### src/rtl/psum_reload_ctrl.sv
// Streams a completed psum tile from the single-port psum SRAM into the IFIFO for re-accumulation.
// Define PSUM_RELOAD_STALL_CNT_EN to add the stall_cnt backpressure counter output.
module psum_reload_ctrl #(
  parameter int unsigned psum_bw   = 16,
  parameter int unsigned col       = 8,
  parameter int unsigned ADD_WIDTH = 11,
  parameter int unsigned TILE_LEN  = 64
) (
  input  logic                     clk,
  input  logic                     reset,
  input  logic                     tile_ready,
  input  logic [ADD_WIDTH-1:0]     base_addr,
  output logic                     sram_cen,
  output logic                     sram_wen,
  output logic [ADD_WIDTH-1:0]     sram_addr,
  input  logic [col*psum_bw-1:0]   sram_q,
  output logic                     ififo_wr,
  input  logic                     ififo_full,
  output logic [col*psum_bw-1:0]   ififo_data,
  output logic                     busy,
  output logic                     done,
`ifdef PSUM_RELOAD_STALL_CNT_EN
  output logic [15:0]              stall_cnt,
`endif
  output logic                     overflow_err
);

  localparam int unsigned DataW = col * psum_bw;
  // One extra bit so a tile spanning the whole address space can still be counted.
  localparam int unsigned CntW = ADD_WIDTH + 1;
  localparam logic [CntW-1:0] TileLen  = CntW'(TILE_LEN);
  localparam logic [CntW-1:0] LastPush = CntW'(TILE_LEN - 1);
  localparam logic [CntW-1:0] CntOne   = CntW'(1);

  typedef enum logic [1:0] {StIdle, StRead, StDone} state_e;

  state_e               state_q, state_d;
  logic [ADD_WIDTH-1:0] cur_base_q;
  logic [CntW-1:0]      issue_cnt_q;
  logic [CntW-1:0]      push_cnt_q;
  logic                 rd_vld_q;
  logic                 hold_valid_q;
  logic [DataW-1:0]     hold_q;
  logic                 pending_q;
  logic [ADD_WIDTH-1:0] pending_base_q;
  logic                 overflow_err_q;

  logic                 start;
  logic [ADD_WIDTH-1:0] start_base;
  logic                 req_queue;
  logic                 issue;
  logic                 accept;

  always_comb begin
    start      = (state_q == StIdle) && (tile_ready || pending_q);
    start_base = pending_q ? pending_base_q : base_addr;
    // In IDLE a pending request is consumed this cycle, so a new pulse takes its slot.
    req_queue  = tile_ready && ((state_q != StIdle) || pending_q);
  end

  // State register
  always_ff @(posedge clk) begin
    if (reset) begin
      state_q <= StIdle;
    end else begin
      state_q <= state_d;
    end
  end

  // Next-state logic
  always_comb begin
    state_d = state_q;
    case (state_q)
      StIdle: if (start) state_d = StRead;
      StRead: if (accept && (push_cnt_q == LastPush)) state_d = StDone;
      StDone: state_d = StIdle;
      default: state_d = StIdle;
    endcase
  end

  // Outputs and read/push handshakes
  always_comb begin
    busy  = 1'b0;
    done  = 1'b0;
    issue = 1'b0;
    case (state_q)
      StRead: begin
        busy  = 1'b1;
        issue = (issue_cnt_q < TileLen) && !hold_valid_q && !ififo_full;
      end
      StDone: done = 1'b1;
      default: ;
    endcase

    sram_cen  = !issue;
    sram_wen  = 1'b1;
    sram_addr = cur_base_q + issue_cnt_q[ADD_WIDTH-1:0];

    ififo_wr   = 1'b0;
    ififo_data = '0;
    if (hold_valid_q) begin
      ififo_wr   = 1'b1;
      ififo_data = hold_q;
    end else if (rd_vld_q && !ififo_full) begin
      ififo_wr   = 1'b1;
      ififo_data = sram_q;
    end
    accept = ififo_wr && !ififo_full;
  end

  // Read issue, return path and hold register
  always_ff @(posedge clk) begin
    if (reset) begin
      cur_base_q   <= '0;
      issue_cnt_q  <= '0;
      push_cnt_q   <= '0;
      rd_vld_q     <= 1'b0;
      hold_valid_q <= 1'b0;
      hold_q       <= '0;
    end else begin
      rd_vld_q <= issue;
      if (start) begin
        cur_base_q  <= start_base;
        issue_cnt_q <= '0;
        push_cnt_q  <= '0;
      end else begin
        if (issue)  issue_cnt_q <= issue_cnt_q + CntOne;
        if (accept) push_cnt_q  <= push_cnt_q + CntOne;
      end
      // Issue is gated by full and hold_valid, so the hold slot is always free here.
      if (rd_vld_q && ififo_full) begin
        hold_q       <= sram_q;
        hold_valid_q <= 1'b1;
      end else if (hold_valid_q && !ififo_full) begin
        hold_valid_q <= 1'b0;
      end
    end
  end

  // One-deep request queue and sticky overflow flag
  always_ff @(posedge clk) begin
    if (reset) begin
      pending_q      <= 1'b0;
      pending_base_q <= '0;
      overflow_err_q <= 1'b0;
    end else if (req_queue) begin
      if (pending_q && (state_q != StIdle)) begin
        overflow_err_q <= 1'b1;
      end else begin
        pending_q      <= 1'b1;
        pending_base_q <= base_addr;
      end
    end else if (start && pending_q) begin
      pending_q <= 1'b0;
    end
  end

  assign overflow_err = overflow_err_q;

`ifdef PSUM_RELOAD_STALL_CNT_EN
  logic [15:0] stall_cnt_q;

  always_ff @(posedge clk) begin
    if (reset) begin
      stall_cnt_q <= '0;
    end else if (start) begin
      stall_cnt_q <= '0;
    end else if (busy && ififo_wr && ififo_full && (stall_cnt_q != 16'hFFFF)) begin
      stall_cnt_q <= stall_cnt_q + 16'd1;
    end
  end

  assign stall_cnt = stall_cnt_q;
`endif

  // The return path and the hold register never carry a word at the same time.
  assert property (@(posedge clk) disable iff (reset) !(hold_valid_q && rd_vld_q));
  assert property (@(posedge clk) disable iff (reset) issue_cnt_q <= TileLen);

endmodule

### config.mk
export PLATFORM = sky130hd
export DESIGN_NAME = psum_reload_ctrl
export DESIGN_NICKNAME = d
export VERILOG_FILES = /design/src/rtl/psum_reload_ctrl.sv
export SDC_FILE = /design/constraint.sdc
export NUM_CORES = 1
export LEC_CHECK = 0
export BUFFER_PORTS_ARGS = -buffer_cell sky130_fd_sc_hd__buf_4
export CAP_MARGIN = 40
export CORE_UTILIZATION = 46
export DETAILED_ROUTE_END_ITERATION = 6
export GPL_TIMING_DRIVEN = 0
export HOLD_SLACK_MARGIN = 0.08
export PLACE_DENSITY_LB_ADDON = 0.05
export SLEW_MARGIN = 20
export SYNTH_ARGS = -nofsm -noshare
export SYNTH_HDL_FRONTEND = slang
export SYNTH_SLANG_ARGS = --single-unit
### constraint.sdc
create_clock -name clk -period 1.8 [get_ports clk]
set_input_delay 0.18 -clock clk [delete_from_list [all_inputs] [get_ports clk]]
set_output_delay 0.18 -clock clk [all_outputs]
set_load 0.005 [all_outputs]
==> impl_metrics.toml <==
[finish]
regArea_um2 = 3630
drive_gt1_share_pct = 37.0
n_fill_cell = 930
n_antenna_cell = 0
area_growth_pct = 83.4
fin_nets = 1779
multi_input_area_um2 = 6050
final_core_util_pct = 85.8

[clock_network]
cts_tree = "done"
htree_levels = 4
clock_latency_ns = 0.43
cts_buffers = 17
clk_pin_slew_ns = 0.07
clk_path_buf_depth = 2
clock-sinks = 180
cts_root_buffer = "clkbuf_16"

[global_routing]
antenna_found_initial = 0
grt_remaining_overflow = 0
grt_pass1_wl_um = 48200
grt_pass1_vias = 9781
grt_max_degree = 17
grt_usage_pct = 30.9

[timing]
slew_headroom_pct = 50.5
rsz0062_at_grt = "true"
whs_ns = 0.115
fmax_mhz = 431
worst_pin_slew_ns = 0.743
fin_skew_ns = 0.00909
hold_viol = 0
fin_crit_ns = 2.32
layout_setup_ws_ns = -0.521
timing.final.crit_share_pct = 129
setup_viol = 117
slew_violations = 0

[placement]
dp_hpwl_um = 18100
portBuffers = 286
dp_slack_ns = -0.534
gp_congestion = 0.803

[floorplanning]
dieArea_um2 = 19600
io_pins = 288
core_area_um2 = 18700
fp.dieH_um = 140
start_util_pct = 46.8
rows = 50
fp.dieW_um = 140

[synth]
synth_top_area_share_pct = 41.2
synth-seq-cells = 180
yosysSeqAreaShare_pct = 41.2
synth_edf_count = 0
synth_area_leaders = "dfxtp_1 41%, mux2i_1 17%, nand2_1 12%"
yosysMostFrequentCell = "nand2_1"
yosysUniqueCellTypes = 37
synth_ff_type = "dfxtp_1"
syn_avg_cell_area_um2 = 7.79
async_reset_ff_share_pct = 0
synthCells = 1124
synth_top_area_cell = "dfxtp_1"
synth-warning-count = 0
synth_area_um2 = 8750
synth_common_cells = "272 x nand2_1, 183 x nor2_1, 180 x dfxtp_1"
syn_nets = 1280

[min_path]
hold_path_class = "in2reg"
hold_depth = 3
hold_end = "hold_valid_q"
hold_path.startpoint = "ififo_full"

[run]
drv_cap = 0

[critical_path]
arrival_ns = 2.14
cp.required_ns = 1.62
crit_path_end_kind = "primary output"
start_kind = "flip-flop"
reg2reg_to = "hold_q[27]"
crit_fanout = 2
r2r-start = "rd_vld_q"
worstSetupPathType = "reg2out"
rrSetupSlack_ns = -0.03
reg2reg_depth = 6

[drt]
top_layer = "met4"
viasPerCell = 5.58
totalWireLength_um = 36600
wl_met2_um = 18400
wl_met3_um = 2630
drt-met1-wl_um = 13500
postRouteAntennaNets = 0
drt_pass1_iterations = 5
drcViolationCount = 0
num_vias = 10400
wl_per_cell_um = 19.6
drt_iter0_markers = 666

[outcome]
violations = "negative setup slack"
status = "complete, but fails checks"

[power_and_ir_drop]
power.density_nw_per_um2 = 606
p_leak_nw = 6.28
peakVddDrop_mv = 0.711
==> logic make-up after synthesis <==
| group | after synthesis | share of synthesized area (%) |
|---|---|---|
| and+or+nand+nor | 494 | 22.5 |
| muxes | 152 | 17.4 |
| adders and majority gates | 13 | 1.94 |
| xor gates and xnor gates | 27 | 2.70 |
| other | 1 | 0.0429 |
| buffers and inverters | 96 | 4.49 |
| DFF | 180 | 41.2 |
| AOI/OAI and AO/OA | 161 | 9.78 |
==> layer usage <==
layer | up-vias | GRT usage (%)
li1 | 4726 | -
met1 | 4949 | 35.0
met2 | 577 | 55.8
met3 | 176 | 6.22
met4 | 0 | 14.1
met5 | - | 0
==> worst max path at each step <==
stage | startpoint | endpoint | slack [ns] | cells after the start
2_1_floorplan | issue_cnt_q[0] | sram_addr[8] | 0.03 | 8
3_3_place_gp | hold_valid_q | ififo_data[28] | -0.55 | 6
3_5_place_dp | hold_valid_q | ififo_data[100] | -0.53 | 6
4_1_cts | issue_cnt_q[0] | sram_addr[8] | -0.51 | 9
5_1_grt | issue_cnt_q[0] | sram_addr[8] | -0.61 | 9
6_report | issue_cnt_q[0] | sram_addr[8] | -0.52 | 9
==> power by group <==
group / internal (mW) / switching [mW]
Sequential: 4.07 / 0.0786
Combinational: 1.08 / 0.873
Clock: 1.92 / 1.70
==> layout make-up <==
class                   count  area share [%]
well taps                 234            1.82
clock buffers              18            2.67
repair buffers            482            29.0
flip-flops and latches    180            22.6
plain buffers              82            5.13
inverters                  12           0.281
clock inverters            13           0.772
multi-input cells         848            37.7
==> stage by stage <==
step / setup TNS (ns) / cells / area [um2] / total power, mW
global route: -18.43 / 1869 / 16100 / 10.0
detailed placement: -51.73 / 1644 / 11200 / 5.35
floorplan: 0 / 1124 / 8770 / 4.76
CTS: -11.70 / 1864 / 15200 / 9.45
finish: -13.03 / 1869 / 16100 / 9.73
global placement: -53.41 / 1644 / 11200 / 5.34
==> what timing repair did <==
| item | in CTS | in global routing |
|---|---|---|
| setup endpoints to repair | 190 | 200 |
| resized for setup | 334 | 183 |
| pin swaps | 60 | 57 |
| hold endpoints to repair | 141 | 0 |
| gates cloned | 19 | 6 |
| buffers inserted | 31 | 6 |
| hold buffers | 140 | 0 |
==> flip-flops by register name, indices dropped and copies added (netlist names) <==
signal / flops
state_q: 2
pending_base_q: 11
push_cnt_q: 12
hold_q: 128
pending_q: 1
hold_valid_q: 1
issue_cnt_q: 12
rd_vld_q: 1
cur_base_q: 11
overflow_err: 1
==> critical path, stage by stage, from the launching register on <==
cell,delay (ns)
dfxtp_2,0.36
ha_4,0.14
inv_2,0.04
fa_2,0.36
nand2b_4,0.16
a21oi_4,0.15
nor3_2,0.07
a21oi_1,0.16
xor2_1,0.16
buf_4,0.13
==> cells in the final DEF (no fill, tap or decap), types with 4 or more instances in the layout <==
cell type | Yosys | routed
buf_2 | 20 | 4
buf_12 | 0 | 24
buf_8 | 0 | 4
nand2_1 | 272 | 272
clkbuf_2 | 0 | 14
dfxtp_4 | 0 | 7
mux2i_1 | 152 | 75
clkbuf_16 | 0 | 37
ha_4 | 0 | 5
xnor2_1 | 14 | 13
and3_1 | 5 | 5
clkbuf_8 | 0 | 6
a21oi_1 | 139 | 134
dfxtp_1 | 180 | 169
xor2_1 | 13 | 13
nor2_1 | 183 | 113
inv_6 | 0 | 6
ha_1 | 12 | 7
nor2_4 | 0 | 40
buf_1 | 8 | 7
dfxtp_2 | 0 | 4
buf_16 | 0 | 7
nand3_1 | 7 | 7
nand4_1 | 5 | 5
buf_6 | 0 | 55
mux2i_4 | 0 | 55
a211oi_1 | 11 | 11
clkbuf_1 | 54 | 27
buf_4 | 2 | 256
and2_1 | 6 | 6
nor2_2 | 0 | 30
mux2i_2 | 0 | 22
inv_1 | 12 | 9
dlygate4sd3_1 | 0 | 140
Note: power is estimated with default switching activity, not from simulation.
